`src/rtl/mod_tx_scheduler.sv`:
```
// ---------------------------------------------------------------------------
// mod_tx_scheduler
//
// Transmit sequencer for the digital modulation chain. It takes a frame of
// bytes over a valid/ready handshake and serializes each byte MSB-first into
// the bit FIFO. Once enough bits are queued it enables FIFO reads and the
// waveform generator. It then counts completed symbols (send_in pulses) until
// the whole frame has gone out, and pulses frame_done.
//
// State table:
//   IDLE   | waiting for start with a non-zero frame_len
//   FILL   | serializing bytes into the FIFO, reads not yet enabled
//   STREAM | FIFO reads / generator enabled, counting symbols
//   DONE   | one-cycle frame_done pulse, then back to IDLE
//
// Ports:
//   CLK          clock, all state changes on posedge
//   RESET        synchronous, active-low reset
//   start        begin a frame (sampled in IDLE only)
//   frame_len    frame length in bytes, latched on an accepted start
//   byte_in      data byte
//   byte_valid   byte_in is valid
//   byte_ready   scheduler can take a byte this cycle
//   fifo_wEN     FIFO write enable
//   fifo_dIn     FIFO write bit
//   fifo_bFull   FIFO full
//   fifo_bEmpty  FIFO empty
//   fifo_rEN     FIFO read / generator enable
//   send_in      one-cycle pulse per completed symbol
//   busy         frame in progress
//   frame_done   one-cycle pulse at frame completion
//   underrun     sticky: FIFO ran empty while frame bits were still pending
// ---------------------------------------------------------------------------
module mod_tx_scheduler #(
    parameter int BYTE_W  = 8,
    parameter int LEN_W   = 8,
    parameter int PREFILL = 4
) (
    input  logic              CLK,
    input  logic              RESET,
    input  logic              start,
    input  logic [LEN_W-1:0]  frame_len,
    input  logic [BYTE_W-1:0] byte_in,
    input  logic              byte_valid,
    output logic              byte_ready,
    output logic              fifo_wEN,
    output logic              fifo_dIn,
    input  logic              fifo_bFull,
    input  logic              fifo_bEmpty,
    output logic              fifo_rEN,
    input  logic              send_in,
    output logic              busy,
    output logic              frame_done,
    output logic              underrun
);

    // Bit counters are wide enough for frame_len*BYTE_W, so they never wrap.
    localparam int TB_W  = LEN_W + $clog2(BYTE_W);
    localparam int CNT_W = $clog2(BYTE_W + 1);

    localparam logic [TB_W-1:0]  PREFILL_BITS = TB_W'(PREFILL);
    localparam logic [TB_W-1:0]  BYTE_BITS_TB = TB_W'(BYTE_W);
    localparam logic [CNT_W-1:0] BYTE_BITS    = CNT_W'(BYTE_W);

    typedef enum logic [1:0] {
        S_IDLE   = 2'd0,
        S_FILL   = 2'd1,
        S_STREAM = 2'd2,
        S_DONE   = 2'd3
    } state_t;

    state_t state_q;
    state_t state_d;

    logic [LEN_W-1:0]  len_q;
    logic [TB_W-1:0]   total_bits_q;
    logic [LEN_W-1:0]  bytes_taken_q;
    logic [TB_W-1:0]   bits_written_q;
    logic [TB_W-1:0]   symbols_sent_q;
    logic [BYTE_W-1:0] sh_q;
    logic [CNT_W-1:0]  sh_cnt_q;
    logic              underrun_q;

    logic              active;
    logic              accept_start;
    logic              load;
    logic [TB_W-1:0]   bits_written_inc;
    logic [TB_W-1:0]   symbols_sent_inc;
    logic              fill_met;

    // -----------------------------------------------------------------------
    // Datapath decode
    // -----------------------------------------------------------------------
    always_comb begin
        active           = (state_q == S_FILL) || (state_q == S_STREAM);
        accept_start     = (state_q == S_IDLE) && start && (frame_len != '0);
        byte_ready       = active && (sh_cnt_q == '0) && (bytes_taken_q < len_q);
        load             = byte_ready && byte_valid;
        // Writes are gated by fifo_bFull combinationally, so a full FIFO is
        // never written even if it fills on the previous edge.
        fifo_wEN         = active && (sh_cnt_q != '0) && !fifo_bFull;
        fifo_dIn         = sh_q[BYTE_W-1];
        bits_written_inc = bits_written_q + TB_W'(1);
        symbols_sent_inc = symbols_sent_q + TB_W'(1);
        // Evaluated on the post-write count so fifo_rEN rises in the cycle
        // right after the write that reaches the threshold.
        fill_met         = fifo_wEN &&
                           ((bits_written_inc >= PREFILL_BITS) ||
                            (bits_written_inc == total_bits_q));
    end

    // -----------------------------------------------------------------------
    // FSM: state register
    // -----------------------------------------------------------------------
    always_ff @(posedge CLK) begin
        if (!RESET) begin
            state_q <= S_IDLE;
        end else begin
            state_q <= state_d;
        end
    end

    // -----------------------------------------------------------------------
    // FSM: next state and state-decoded outputs
    // -----------------------------------------------------------------------
    always_comb begin
        state_d    = state_q;
        fifo_rEN   = 1'b0;
        busy       = 1'b1;
        frame_done = 1'b0;

        case (state_q)
            S_IDLE: begin
                busy = 1'b0;
                if (accept_start) begin
                    state_d = S_FILL;
                end
            end
            S_FILL: begin
                if (fill_met) begin
                    state_d = S_STREAM;
                end
            end
            S_STREAM: begin
                fifo_rEN = 1'b1;
                if (send_in && (symbols_sent_inc == total_bits_q)) begin
                    state_d = S_DONE;
                end
            end
            S_DONE: begin
                frame_done = 1'b1;
                state_d    = S_IDLE;
            end
            default: begin
                state_d = S_IDLE;
            end
        endcase
    end

    // -----------------------------------------------------------------------
    // Frame setup, serializer and counters
    // -----------------------------------------------------------------------
    always_ff @(posedge CLK) begin
        if (!RESET) begin
            len_q          <= '0;
            total_bits_q   <= '0;
            bytes_taken_q  <= '0;
            bits_written_q <= '0;
            symbols_sent_q <= '0;
            sh_q           <= '0;
            sh_cnt_q       <= '0;
            underrun_q     <= 1'b0;
        end else if (accept_start) begin
            len_q          <= frame_len;
            total_bits_q   <= TB_W'(frame_len) * BYTE_BITS_TB;
            bytes_taken_q  <= '0;
            bits_written_q <= '0;
            symbols_sent_q <= '0;
            sh_q           <= '0;
            sh_cnt_q       <= '0;
            underrun_q     <= 1'b0;
        end else begin
            // A load needs an empty shifter and a write needs a non-empty
            // one, so the two branches are mutually exclusive.
            if (load) begin
                sh_q          <= byte_in;
                sh_cnt_q      <= BYTE_BITS;
                bytes_taken_q <= bytes_taken_q + LEN_W'(1);
            end else if (fifo_wEN) begin
                sh_q           <= sh_q << 1;
                sh_cnt_q       <= sh_cnt_q - CNT_W'(1);
                bits_written_q <= bits_written_inc;
            end

            if ((state_q == S_STREAM) && send_in) begin
                symbols_sent_q <= symbols_sent_inc;
            end

            // Empty FIFO with bits still to come means the generator starved;
            // flag it but keep the frame running.
            if ((state_q == S_STREAM) && fifo_bEmpty &&
                (bits_written_q < total_bits_q)) begin
                underrun_q <= 1'b1;
            end
        end
    end

    assign underrun = underrun_q;

endmodule

```
`config.mk`:
```
export PLATFORM = sky130hd
export DESIGN_NAME = mod_tx_scheduler
export DESIGN_NICKNAME = d
export VERILOG_FILES = /design/src/rtl/mod_tx_scheduler.sv
export SDC_FILE = /design/constraint.sdc
export NUM_CORES = 1
export LEC_CHECK = 0
export CORE_MARGIN = 2
export CORE_UTILIZATION = 52
export CTS_BUF_LIST = sky130_fd_sc_hd__clkbuf_8 sky130_fd_sc_hd__clkbuf_16
export DETAILED_ROUTE_END_ITERATION = 6
export GPL_TIMING_DRIVEN = 0
export PLACE_DENSITY = 0.74
export SETUP_SLACK_MARGIN = 0.3
export SYNTH_ARGS = -nofsm -noshare
export SYNTH_HDL_FRONTEND = slang
export SYNTH_SLANG_ARGS = --single-unit
```
`constraint.sdc`:
```
create_clock -name CLK -period 3.15 [get_ports CLK]
set_clock_uncertainty 0.2 [all_clocks]
set_input_delay 0.4725 -clock CLK [delete_from_list [all_inputs] [get_ports CLK]]
set_output_delay 0.4725 -clock CLK [all_outputs]
set_load 0.03 [all_outputs]
```
## Yosys cells after proc, flatten, opt, wreduce, memory -nomap -nowiden

Cells that the tools add are included.
Widths: inputs -> output; s select.

| word-level totals | value |
|---|---|
| register bits after elaboration | 53 |
| bits in latches | 0 |
| memory bits (writable) | 0 |
| bits in read-only memories | 0 |
| input bits | 23 |
| output and inout bits | 7 |
| logic and storage cells | 61 |
| memories | 0 |

| cells by class | value |
|---|---|
| $add $sub $neg | 4 |
| multiply operators | 0 |
| divide/modulo/power cells | 0 |
| order comparisons | 3 |
| equality and inequality tests | 8 |
| shift-type cells | 0 |
| multiplexer cells | 11 |
| bitwise logic cells | 2 |
| reduce and logical (&&, ||, !) cells | 24 |

Operator list:

| operator | count |
|---|---|
| $add 11x1->11 const B | 2 |
| $eq 11x11->1 | 2 |
| $mux 8 | 2 |
| $logic_and 1x1->1 | 12 |
| $ge 11x3->1 const B | 1 |
| $lt 11x11->1 | 1 |
| $add 8x1->8 const B | 1 |
| $lt 8x8->1 | 1 |
| $mux 4 | 2 |
| $pmux 2 s4 | 1 |
| $reduce_bool 8->1 | 1 |
| $mux 2 | 3 |
| $eq 2x2->1 const B | 2 |
| $logic_not 4->1 | 1 |
| $ne 2x2->1 const B | 2 |
| $reduce_bool 4->1 | 1 |
| $sub 4x1->4 const B | 1 |
| $mux 1 | 3 |
| $reduce_and 3->1 | 1 |
| $reduce_or 3->1 | 1 |
| $eq 2x1->1 const B | 1 |
| $logic_not 2->1 | 1 |
| $logic_or 1x1->1 | 2 |
| $ne 2x1->1 const B | 1 |
| other kinds (5) | 6 |

## Logic depth before layout (Yosys ltp)

| logic depth | value |
|---|---|
| depth in word-level cells | 7 |
| mapped depth | 11 |
| mapped depth without buffers | 10 |

## Least setup slack after synthesis

No wires, ideal clock.

| timing | value |
|---|---|
| kind | reg-to-output |
| start point | register len_q[4] |
| end point | output port byte_ready |
| arrival | 1.913 ns |
| required time | 2.477 ns |
| path slack | 0.564 ns |
| stages on the path, launching flop included | 10 |
| path buffers | 1 |
| cells stage by stage | dfxtp_1 -> clkbuf_1 -> inv_1 -> ha_1 -> a21oi_1 -> nor2_1 -> a211oi_1 -> o31a_1 -> nor2_1 -> nor2_1 |

| between the ends | value |
|---|---|
| cells in the longest elaborated chain, start to end | 2 |

RTL lines:

| item | line | source |
|---|---|---|
| start: declaration | 75 | `logic [LEN_W-1:0] len_q;` |
| start signal: assignment | 174 | `len_q <= frame_len;` |
| $lt 8x8->1 | 97 | `byte_ready = active && (sh_cnt_q == '0) && (bytes_taken_q < len_q);` |
| $logic_and 1x1->1 | 97 |  |
| end: declaration | 45 | `output logic byte_ready,` |

No other way between the ends.

## Worst setup path after layout

Same ends and word-level chain as after synthesis.

==> impl_metrics.csv <==
group,metric,value,unit
synthesis,synth-edff-count,0,
sta,fmax,0.3631,GHz
global_route,track_usage,22.41,%
global_route,grt_pass1_vias,2945,
cts,htreeDepth,2,
placement,portBuffers,28,
routing,num_vias,3042,
setup_path,worst-path-max-fanout,7,
floorplan,rows,29,
placement,gp_congestion,0.9347,
routing,ant_nets,0,
floorplan,ios,30,
synthesis,synth_warnings,0,
setup_path,rr_endpoint,"state_q[0]",
power,power.density,511.5,nW/um2
finish,finalNetCount,506,
finish,area_delta_synth_final,16.32,%
cts,cts_root_buf,"clkbuf_8",
routing,routed_wl,7.692,mm
cts,ctsLongestPathBuffers,2,
setup_path,cp.arrival,2.08,ns
placement,postPlaceCellArea,3781,um2
setup_path,r2r-start,"symbols_sent_q[0]",
sta,holdWs,0.2727,ns
floorplan,die_y,84.92,um
cts,cts.clk_slew.worst_paths,0.09,ns
sta,setup_viol,0,
synthesis,synth_nets,467,
routing,drcViolationCount,0,
synthesis,ys_top_cells_by_area,"dfxtp_1 (31%), ha_1 (8.8%), xor2_1 (5.4%)",
routing,drtIter0Drc,257,
setup_path,path_cells,"clkbuf_4 > inv_1 > ha_1 > a21oi_1 > nor2_1 > a211oi_2 > o31a_1 > nor2_1 > nor2_1 > buf_4",
setup_path,critical_path_class,"flop to output port",
synthesis,syn_inst,420,
finish,diodes,0,
global_route,grt_first_pass_wirelength,13.28,mm
placement,hpwl,5.737,mm
cts,tritoncts,"done",
cts,cts_buffers,5,
setup_path,r2r_cells,9,
sta,rsz0062_at_grt,"true",
routing,wl_per_cell,14.32,um
power,p_leak,1.543,nW
setup_path,critPathLaunchType,"flop",
cts,cts_sinks,53,
sta,tns,0,ns
setup_path,cpMaxStageDelayCell,"dfxtp_1",
setup_path,crit_end,"byte_ready",
setup_path,r2r_setup_slack,0.48,ns
sta,period_minus_slack,2.754,ns
setup_path,worstPathRequired,2.48,ns
sta,slew_headroom,64.07,%
global_route,grt-ovfl-total,0,
outcome,status,"complete, no violations",
setup_path,crit_start,"len_q[4]",
synthesis,ys_async_sr_fraction,0,%
sta,fin_crit_sh,87.43,%
routing,vias_per_cell,5.665,
synthesis,synth_top_flop_cell,"dfxtp_1",
finish,stdcell_area,3960,um2
synthesis,ys_ff_latch,53,
setup_path,worst_path_most_repeated_cell,"nor2_1",
sta,worst_slew_pin_slew,0.5390,ns
floorplan,die-area,7211,um2
synthesis,synth.avg_cell_area,8.106,um2
finish,drive_above_1_share,11.30,%
setup_path,endpoint_kind,"output port",
run,drv_cap,0,
worst_hold_path,min_path_type,"flop to flop",
power,ir_drop,568.7,uV
synthesis,synth_top_area_share,31.17,%
sta,hold_violations,0,
setup_path,critPathMaxStageDelay,0.32,ns
placement,place_inst,525,
synthesis,syn_area,3405,um2
synthesis,ys_seq_area_share,31.17,%
floorplan,coreArea,6350,um2
floorplan,initial_core_util,53.62,%
synthesis,synth_area_leader_cell,"dfxtp_1",
global_route,grt_max_degree,16,
cts,clk_latency,0.31,ns
finish,instances_no_fill,537,
global_route,antenna_found_initial,0,
cts,hold_buffers,0,
sta,drv_slew,0,
floorplan,die_w,84.92,um
synthesis,synth.distinct_cells,57,
routing,first_pass_iters,5,
-- final cells by class --
cell class | instances | area, um2
clock buffer | 6 | 82.58
multi-input combinational | 319 | 2151
clock inverter | 2 | 33.78
sequential | 53 | 1066
inverter | 18 | 67.56
buffer | 30 | 157.7
tap | 77 | 96.34
timing repair buffer | 32 | 305.3
fill | 579 | 2390
-- flip-flops by register name, indices dropped and copies added, names as in the netlist --
signal          count
sh_q                8
len_q               8
bytes_taken_q       8
sh_cnt_q            4
state_q             2
bits_written_q     11
symbols_sent_q     11
underrun            1
-- what timing repair did --
item | 4_1_cts | 5_1_grt
buffers inserted | 0 | 4
pin swaps | 0 | 1
endpoints found under the setup margin | 2 | 24
gates resized for setup | 19 | 12
-- worst max-delay path, delay by kind of cell, from the launching register on --
kind                     cells  cell delay, ns
adder cells (fa/ha/maj)      1            0.30
AND/OR/NAND/NOR              3            0.22
flip-flops                   1            0.32
AO/OA/AOI/OAI                3            0.52
buffers and inverters        3            0.42
-- synthesized netlist by cell type (2+ instances only) --
library cell,n
a31oi_1,7
ha_1,24
mux2i_1,3
a211oi_1,3
inv_1,18
nand4_1,10
dfxtp_1,53
nand3_1,25
xor2_1,21
o21ai_0,11
and2_1,3
a2111oi_0,2
nor4_1,6
nor3b_1,3
a41o_1,3
a21oi_1,23
xnor2_1,20
or3_1,7
buf_2,11
nand2_1,46
a21boi_0,8
nor2_1,38
clkbuf_1,16
nand2b_1,2
nor3_1,10
a21o_1,5
or2_2,2
and3_1,5
a22oi_1,7
-- power by group --
group	internal, mW	switching, mW	total [mW]
clock network	0.256	0.221	0.478
registers	0.723	0.0508	0.774
logic	0.325	0.449	0.774
total	1.30	0.722	2.03
-- placed cells by master, fill, tap and decap left out, types with 8 or more instances in the layout --
cell / count
xor2_1: 21
nor2_1: 38
nand3_1: 25
inv_1: 18
nand2_1: 46
nor3_1: 10
nand4_1: 10
xnor2_1: 20
a21boi_0: 8
dfxtp_1: 49
a21oi_1: 23
o21ai_0: 11
clkbuf_1: 12
clkdlybuf4s50_1: 26
buf_2: 9
ha_1: 24
-- how the worst min path moves through the flow --
stage	from	to	slack, ns	cells after the start
finish	sh_q[7]	sh_q[7]	0.27	2
floorplan	sh_q[0]	sh_q[0]	0.25	2
global placement	sh_q[2]	sh_q[2]	0.25	2
detailed placement	sh_q[1]	sh_q[1]	0.26	2
global route	sh_q[0]	sh_q[0]	0.31	2
CTS	sh_q[1]	sh_q[1]	0.27	2
-- per-stage QoR --
| step | worst slack, ns | total power, mW | utilization, % |
|---|---|---|---|
| floorplan | 0.5640 | 1.293 | - |
| global placement | -0.2954 | 1.504 | 59.55 |
| detailed placement | -0.2742 | 1.519 | 59.55 |
| CTS | 0.3394 | 1.990 | 61.52 |
| global route | 0.2335 | 2.151 | 62.36 |
| finish | 0.3960 | 2.026 | 62.36 |
-- routing by layer --
| metal | global-route usage, % | part of all wire, % | up-vias |
|---|---|---|---|
| met3 | 3.405 | 4.3 | 10 |
| met1 | 30.07 | 47 | 1419 |
| met4 | 6.926 | 1.8 | 0 |
| li1 | - | - | 1550 |
| met2 | 37.37 | 47 | 63 |
| met5 | 0 | 0 | - |
-- logic make-up after synthesis --
| logic type | Yosys count | synth area share [%] |
|---|---|---|
| DFF | 53 | 31.17 |
| and+or+nand+nor | 167 | 24.62 |
| muxes | 4 | 1.323 |
| AOI/OAI and AO/OA | 83 | 17.57 |
| adders and majority gates | 24 | 8.820 |
| buffers and inverters | 48 | 5.953 |
| xor gates and xnor gates | 41 | 10.55 |
Note: power is estimated with default switching activity, not from simulation.
